### src/rtl/fwd_pkg.sv
// Shared definitions for the forwarding / hazard controller:
// forward-select encodings and the RUN/STALL state type.
package fwd_pkg;

    // Operand source selects driven to the EXE stage (2'b11 is never produced)
    localparam logic [1:0] SEL_REG = 2'b00;  // register file
    localparam logic [1:0] SEL_MEM = 2'b01;  // MEM-stage ALU result
    localparam logic [1:0] SEL_WB  = 2'b10;  // WB-stage result

    typedef enum logic {
        RUN   = 1'b0,
        STALL = 1'b1
    } state_e;

endpackage

### src/rtl/fwd_src_match.sv
// Per-operand dependency check: compares one ID source register against the
// EXE and MEM destinations and produces this operand's forward select and its
// contribution to the pipeline hazard.
module fwd_src_match
    import fwd_pkg::*;
#(
    parameter int REG_W = 4
) (
    input  logic             en_forwarding,
    input  logic [REG_W-1:0] src,
    input  logic             src_vld,
    input  logic             exe_wb_en,
    input  logic             exe_mem_r_en,
    input  logic [REG_W-1:0] exe_dst,
    input  logic             mem_wb_en,
    input  logic [REG_W-1:0] mem_dst,
    output logic             hazard,
    output logic [1:0]       next_sel
);

    logic hit_exe;
    logic hit_mem;

    assign hit_exe = src_vld & exe_wb_en & (exe_dst == src);
    assign hit_mem = src_vld & mem_wb_en & (mem_dst == src);

    // Select a bypass source (EXE producer wins) or flag a hazard for this operand
    always_comb begin
        // NOTE: every output gets a default first so no path leaves it unassigned (no latch).
        next_sel = SEL_REG;
        hazard   = 1'b0;
        if (en_forwarding) begin
            // A load in EXE has no data yet: that is the only case forwarding cannot cover
            hazard = hit_exe & exe_mem_r_en;
            if (hit_exe && !exe_mem_r_en) begin
                next_sel = SEL_MEM;
            end else if (hit_mem) begin
                next_sel = SEL_WB;
            end
        end else begin
            hazard = hit_exe | hit_mem;
        end
    end

endmodule

### src/rtl/fwd_hazard_ctrl.sv
// Forwarding and hazard controller for a 5-stage pipeline. Decides in ID
// whether each source operand is bypassed or the pipeline must stall, and
// registers the selects for use in EXE one cycle later.
// Optional statistics counters are built when FWD_HAZARD_STATS_EN is defined;
// otherwise stall_cnt / fwd_cnt read constant zero.
module fwd_hazard_ctrl
    import fwd_pkg::*;
#(
    parameter int NUM_SRC = 3,
    parameter int REG_W   = 4,
    parameter int CNT_W   = 16
) (
    input  logic                     clk,
    input  logic                     rst,
    input  logic                     en_forwarding,
    input  logic                     flush,
    input  logic [NUM_SRC*REG_W-1:0] id_src,
    input  logic [NUM_SRC-1:0]       id_src_vld,
    input  logic                     exe_wb_en,
    input  logic                     exe_mem_r_en,
    input  logic [REG_W-1:0]         exe_dst,
    input  logic                     mem_wb_en,
    input  logic [REG_W-1:0]         mem_dst,
    output logic                     stall,
    output logic [2*NUM_SRC-1:0]     ex_sel,
    output logic                     ex_fwd_any,
    output logic [CNT_W-1:0]         stall_cnt,
    output logic [CNT_W-1:0]         fwd_cnt
);

    logic [NUM_SRC-1:0]   src_hazard;
    logic [2*NUM_SRC-1:0] next_sel;
    logic                 hazard;
    logic [2*NUM_SRC-1:0] ex_sel_d, ex_sel_q;
    state_e               state_d, state_q;

    for (genvar i = 0; i < NUM_SRC; i++) begin : g_src
        fwd_src_match #(.REG_W(REG_W)) u_match (
            .en_forwarding (en_forwarding),
            .src           (id_src[i*REG_W +: REG_W]),
            .src_vld       (id_src_vld[i]),
            .exe_wb_en     (exe_wb_en),
            .exe_mem_r_en  (exe_mem_r_en),
            .exe_dst       (exe_dst),
            .mem_wb_en     (mem_wb_en),
            .mem_dst       (mem_dst),
            .hazard        (src_hazard[i]),
            .next_sel      (next_sel[2*i +: 2])
        );
    end

    // A flushed ID instruction is dead, and reset must never report a stall
    assign hazard     = |src_hazard;
    assign stall      = hazard & ~flush & ~rst;
    assign ex_sel     = ex_sel_q;
    assign ex_fwd_any = |ex_sel_q;

    // Next EXE selects (bubble on stall/flush) and RUN/STALL next state
    always_comb begin
        ex_sel_d = next_sel;
        state_d  = state_q;
        if (stall || flush) begin
            ex_sel_d = '0;
        end
        case (state_q)
            RUN:     if (stall)  state_d = STALL;
            STALL:   if (!stall) state_d = RUN;
            default: state_d = RUN;
        endcase
    end

    // Pipeline select register and FSM state
    always_ff @(posedge clk) begin
        // NOTE: sequential state uses non-blocking assignments so all flops update together.
        if (rst) begin
            ex_sel_q <= '0;
            state_q  <= RUN;
        end else begin
            ex_sel_q <= ex_sel_d;
            state_q  <= state_d;
        end
    end

`ifdef FWD_HAZARD_STATS_EN
    localparam logic [CNT_W-1:0] CNT_ONE = {{(CNT_W-1){1'b0}}, 1'b1};

    logic [CNT_W-1:0] stall_cnt_d, stall_cnt_q;
    logic [CNT_W-1:0] fwd_cnt_d, fwd_cnt_q;

    // Saturating event counters
    always_comb begin
        stall_cnt_d = stall_cnt_q;
        fwd_cnt_d   = fwd_cnt_q;
        if (stall && (stall_cnt_q != '1)) begin
            stall_cnt_d = stall_cnt_q + CNT_ONE;
        end
        if (ex_fwd_any && (fwd_cnt_q != '1)) begin
            fwd_cnt_d = fwd_cnt_q + CNT_ONE;
        end
    end

    // Counter registers
    always_ff @(posedge clk) begin
        if (rst) begin
            stall_cnt_q <= '0;
            fwd_cnt_q   <= '0;
        end else begin
            stall_cnt_q <= stall_cnt_d;
            fwd_cnt_q   <= fwd_cnt_d;
        end
    end

    assign stall_cnt = stall_cnt_q;
    assign fwd_cnt   = fwd_cnt_q;
`else
    assign stall_cnt = '0;
    assign fwd_cnt   = '0;
`endif

endmodule

### config.mk
export PLATFORM = sky130hd
export DESIGN_NAME = fwd_hazard_ctrl
export DESIGN_NICKNAME = d
export VERILOG_FILES = /design/src/rtl/fwd_pkg.sv /design/src/rtl/fwd_src_match.sv /design/src/rtl/fwd_hazard_ctrl.sv
export SDC_FILE = /design/constraint.sdc
export NUM_CORES = 1
export LEC_CHECK = 0
export BUFFER_PORTS_ARGS = -buffer_cell sky130_fd_sc_hd__buf_2
export CORE_MARGIN = 4
export CORE_UTILIZATION = 37
export CTS_BUF_LIST = sky130_fd_sc_hd__clkbuf_4 sky130_fd_sc_hd__clkbuf_8 sky130_fd_sc_hd__clkbuf_16
export CTS_CLUSTER_SIZE = 8
export DETAILED_ROUTE_END_ITERATION = 8
export GPL_ROUTABILITY_DRIVEN = 0
export PLACE_DENSITY = 0.79
export SKIP_LAST_GASP = 1
export SYNTH_ARGS = -nofsm -noshare
export SYNTH_HDL_FRONTEND = slang
export SYNTH_SLANG_ARGS = --single-unit
### constraint.sdc
create_clock -name clk -period 1.68 [get_ports clk]
set_clock_uncertainty 0.15 [all_clocks]
set_input_delay 0.168 -clock clk [delete_from_list [all_inputs] [get_ports clk]]
set_output_delay 0.168 -clock clk [all_outputs]
set_load 0.005 [all_outputs]
; ---- Word-level counts from Yosys, hierarchy flattened
; Cells that the tools add are included.
[word_totals]
in_bits = 30
register_bits = 6
ram_bits = 0
mem_bits_ro = 0
mem_count = 0
elab_cells = 53
latchBits = 0
[op_classes]
div = 0
mux = 9
multipliers = 0
shifts = 0
bitwise_logic = 23
n_addsub = 0
eq_ne = 6
n_reduce_logical = 11
order_cmp = 0
[op_table]
columns = operator, n
row1 = $eq A4 B4 Y1, 6
row2 = $and A1 B1 Y1, 17
row3 = $reduce_or A4 Y1, 3
row4 = $mux W1, 6
row5 = $mux W2, 3
row6 = $reduce_or A3 Y1, 2
row7 = $reduce_or A6 Y1, 1
row8 = $logic_and A1 B1 Y1, 3
row9 = $not A1 Y1, 3
row10 = $or A1 B1 Y1, 3
row11 = $logic_not A1 Y1, 1
row12 = $logic_or A1 B1 Y1, 1

; ---- Longest topological paths before layout
[depth]
depth_word = 9
ltp_mapped = 5

; ---- Modules after synthesis
; From an unflattened synthesis, not the netlist that was laid out.
[unflattened]
cells_unflattened = 108
hier_area_um2 = 875.8
[modules_own_cells]
columns = mod, area_each_um2, seq_area_each_um2, instances, cells_per_inst
row1 = fwd_hazard_ctrl, 440.4, 120.1, 1, 51
row2 = fwd_src_match, 145.1, 0.0, 3, 19

; ---- Least setup slack after synthesis
; No wires, ideal clock.
[synth_path]
path_kind = input port to output port
start = input exe_dst[2]
end = output stall
cell_stages = 5
arrival_time_ns = 1.087
setup_slack_ns = 0.275
required_ns = 1.362
n_path_buf = 0
cell_sequence = or2b_2 o221ai_1 or3_4 and3_1 a21oi_1
[synth_via]
elab_chain_cells = 7
word_cells_on_any_way = 18
[synth_rtl]
columns = item, line
row1 = start: declaration, fwd_hazard_ctrl.sv:21  ; input logic [REG_W-1:0] exe_dst,
row2 = $eq A4 B4 Y1, fwd_src_match.sv:24  ; assign hit_exe = src_vld & exe_wb_en & (exe_dst == src);
row3 = $and A1 B1 Y1, fwd_src_match.sv:24
row4 = $or A1 B1 Y1 / $and A1 B1 Y1 (equally long branches), "fwd_src_match.sv:41, fwd_src_match.sv:34"
row5 = $mux W1, fwd_src_match.sv:32  ; if (en_forwarding) begin
row6 = $reduce_or A3 Y1 (*), fwd_hazard_ctrl.sv:53  ; assign hazard = |src_hazard;
row7 = $and A1 B1 Y1 (*) (2 in a row), fwd_hazard_ctrl.sv:54  ; assign stall = hazard & ~flush & ~rst;
row8 = end: declaration, fwd_hazard_ctrl.sv:24  ; output logic stall,
; Mark *: on every way between the ends. The rest lies on a longest branch, timed or not.

; ---- Worst setup path after layout
[layout_path]
start = input id_src[0]
end = output stall
[layout_via]
elab_chain_cells = 7
word_cells_on_any_way = 10
[layout_rtl]
columns = item, line
row1 = start: declaration, fwd_hazard_ctrl.sv:17  ; input logic [NUM_SRC*REG_W-1:0] id_src,
row2 = $eq A4 B4 Y1 (on tied branches), "fwd_src_match.sv:24, fwd_src_match.sv:25"
row3 = $and A1 B1 Y1 (on tied branches), "fwd_src_match.sv:24, fwd_src_match.sv:25"
row4 = $or A1 B1 Y1 / $and A1 B1 Y1 (equally long branches), "fwd_src_match.sv:41, fwd_src_match.sv:34"
row5 = $mux W1 (*), fwd_src_match.sv:32
row6 = $reduce_or A3 Y1 (*), fwd_hazard_ctrl.sv:53
row7 = $and A1 B1 Y1 (*) (2 in a row), fwd_hazard_ctrl.sv:54
; Marked as above.

==> summary.md <==
| Metric | Value |
|---|---|
| Status | finished with violations |
| Failing checks | negative setup slack |
| First-pass GRT wire length | 2.90 mm |
| Fmax | 590 MHz |
| Adder-cell share of the synthesized area | 0 |
| NumNets Final | 182 |
| Die footprint | 2940 um^2 |
| Distinct cell type count after synthesis | 27 |
| Synth Instances | 104 |
| CP Launch Type | input pin |
| Mapped Area | a little under 800 um^2 |
| Root Buffer | clkbuf_4 |
| Die Y | about 54 um |
| Die X | 54.2 um |
| Power Density | 437 nW/um^2 |
| Ranking of synthesized cells by area | buf_4 30%, dfxtp_1 15%, xor2_1 11% |
| Max stage delay on crit path | 0.22 ns |
| Post-Synth XOR/XNOR Area | 0.166 |
| Leakage | 0.554 nW |
| Post-synth EDFFs | 0 |
| TritonCTS clock tree | yes |
| DRC | 0 |
| Setup TNS | -0.0159 ns |
| Critical path's slowest cell | nor4_1 |
| Setup Viol. Count Final | 1 |
| DRT iter0 DRCs | 10 |
| Multi-input logic area | ~520 um^2 |
| FF+latch count, synth | 6 |
| RSZ-0062 raised after global routing | yes |
| Wire per inst | 11.9 um |
| Minimum clock period after layout | 1.70 ns |
| Critical path class | input pin to output port |
| Crit-path max FO | 2 |
| Sequential cell area | 120 um^2 |
| Via count | 797 |
| Yosys top cell area share | 0.304 |
| Area Overhead vs Synth | 26.3% |
| # fillers | between 200 and 250 |
| CTS Buf Count | 3 |
| # IOs | 70 |
| Yosys warnings | 0 |
| Reg clk slew, reported paths | 0.04 ns |
| Cell accounting for the most synthesized area | buf_4 |
| All-Layer GR Usage | 0.135 |
| Proportion of synthesized area in mux cells | 0 |
| Vias in the first global route | between 700 and 800 |
| Final period utilization | 1.01 |
| Routed wire length | 2.11 mm |
| Final worst-path setup slack | -0.0159 ns |
| Critical Path, Cell by Cell | buf_2 -> xnor2_1 -> nand3_1 -> nor4_1 -> buf_4 -> o31ai_1 -> a21oi_1 -> buf_2 |
| DR pass1 iterations | 4 |
| H-tree level count | 1 |
| Critical Path AT | about 1.4 ns |
| Fin. max-slew vios | 0 |
| Critical path required time | 1.36 ns |
| Buffers on Ports | 37 |
| Post-DRT Antenna Nets | 0 |
| Largest net degree at the start of global routing | 8 |
| TritonCTS Sinks | 6 |
| Gr ovfl total | 0 |
| Row count | 16 |
| Antenna cells | 0 |
| Most used flip-flop cell after synthesis | dfxtp_1 |
| CP endpoint kind | output port |
| CTS Buffer Depth | 2 |
| Post-synthesis compound-gate area fraction | 0.138 |
| Asr flop ratio synth | 0 |
| Worst VDD drop | around 0.22 mV |
| Post-synth top cells | 32 x buf_4, 10 x xor2_1, 8 x inv_1 |
| Number of max-cap violations | 0 |
| Placeable core area | 2000 um^2 |
| Initial Util | 0.395 |
| Most common cell in the netlist | buf_4 |
| Max reg flops | 6 |
| Final HPWL DP | 1.90 mm |
| Largest family of logic cells by synthesized area | buffers and inverters |
| Cts hold-fix bufs | 0 |
| Syn avg cell area | 7.60 um^2 |
| Crit-path most repeated cell | buf_2 |
| Layout cells sized above 1 | 0.353 |
| Post-synthesis simple-gate area fraction | 0.193 |
| Initial antenna violation count | 0 |
| WHS | 0.0211 ns |
| Register area share after synthesis | 0.152 |
| Vias per cell | 4.50 |
| Worst hold-check path type | input pin to register |
| Total power | 436 uW |
| Endpoints failing hold | 0 |
-- where the power goes --
part	internal, mW	leakage (nW)	switching (mW)	total, mW
registers	0.143	0.0483	0.000136	0.143
clock network	0.0805	0.0138	0.0474	0.128
logic	0.0744	0.492	0.0907	0.165
-- cell type report --
cell class	instances	share of cell area
inverters	9	0.0338
multi-input cells	88	0.523
clock buffers	3	0.0226
well taps	27	0.0338
repair buffers	44	0.267
flip-flops and latches	6	0.120
-- per-layer routing --
| layer | global-route usage | vias to the layer above | share of wire |
|---|---|---|---|
| met1 | 0.136 | 357 | 0.35 |
| met4 | 0.0830 | 0 | 0.015 |
| met2 | 0.261 | 49 | 0.53 |
| met3 | 0.0136 | 4 | 0.11 |
| li1 | - | 387 | - |
| met5 | 0 | - | 0 |
-- cells by family (layout without fill, tap and decap cells) --
| logic type | Yosys count | in the layout |
|---|---|---|
| flip-flops | 6 | 6 |
| buffers and inverters | 41 | 56 |
| AND/OR/NAND/NOR | 26 | 26 |
| other | 1 | 32 |
| AO/OA/AOI/OAI | 15 | 15 |
| XOR/XNOR | 15 | 15 |
-- placed cells by master (no fill, tap or decap), drive strengths merged --
master,count
nor4b,1
a22o,2
clkbuf,3
or3,1
a21oi,4
buf,44
a222oi,1
xnor2,5
o221ai,2
dfxtp,6
xor2,10
nor4,2
nand2,5
and3,1
nand2b,1
o31ai,1
o22ai,1
nor3,6
conb,32
nand4,5
o21ai,1
nor2,2
o2111ai,2
o211ai,1
nand3,1
inv,9
or2b,1
-- worst max-delay path: cells and delay by family --
family | cells | cell delay, ns
and+or+nand+nor | 2 | 0.35
buffers and inverters | 3 | 0.43
xor gates and xnor gates | 1 | 0.20
AOI/OAI and AO/OA | 2 | 0.23
-- what timing repair did --
action,CTS,global route
endpoints found under the setup margin,1,1
setup buffers,1,1
pin swaps,3,1
gates resized for setup,11,0
-- worst paths after layout --
path	start	endpoint	depth (start not counted)
setup / recovery	id_src[0]	stall	8
hold / removal	exe_mem_r_en	ex_sel[0]$_SDFF_PP0_	2
-- metrics by stage --
step,setup WS [ns],cells,utilization,instance area (um^2)
detailed placement,-0.139,172,0.461,923
global placement,0.0249,172,0.461,923
global route,-0.0852,177,0.499,998
finish,-0.0159,177,0.499,998
CTS,-0.0152,176,0.495,991
floorplan,0.275,135,-,907
No activity file was read; power rests on OpenSTA's default activity.
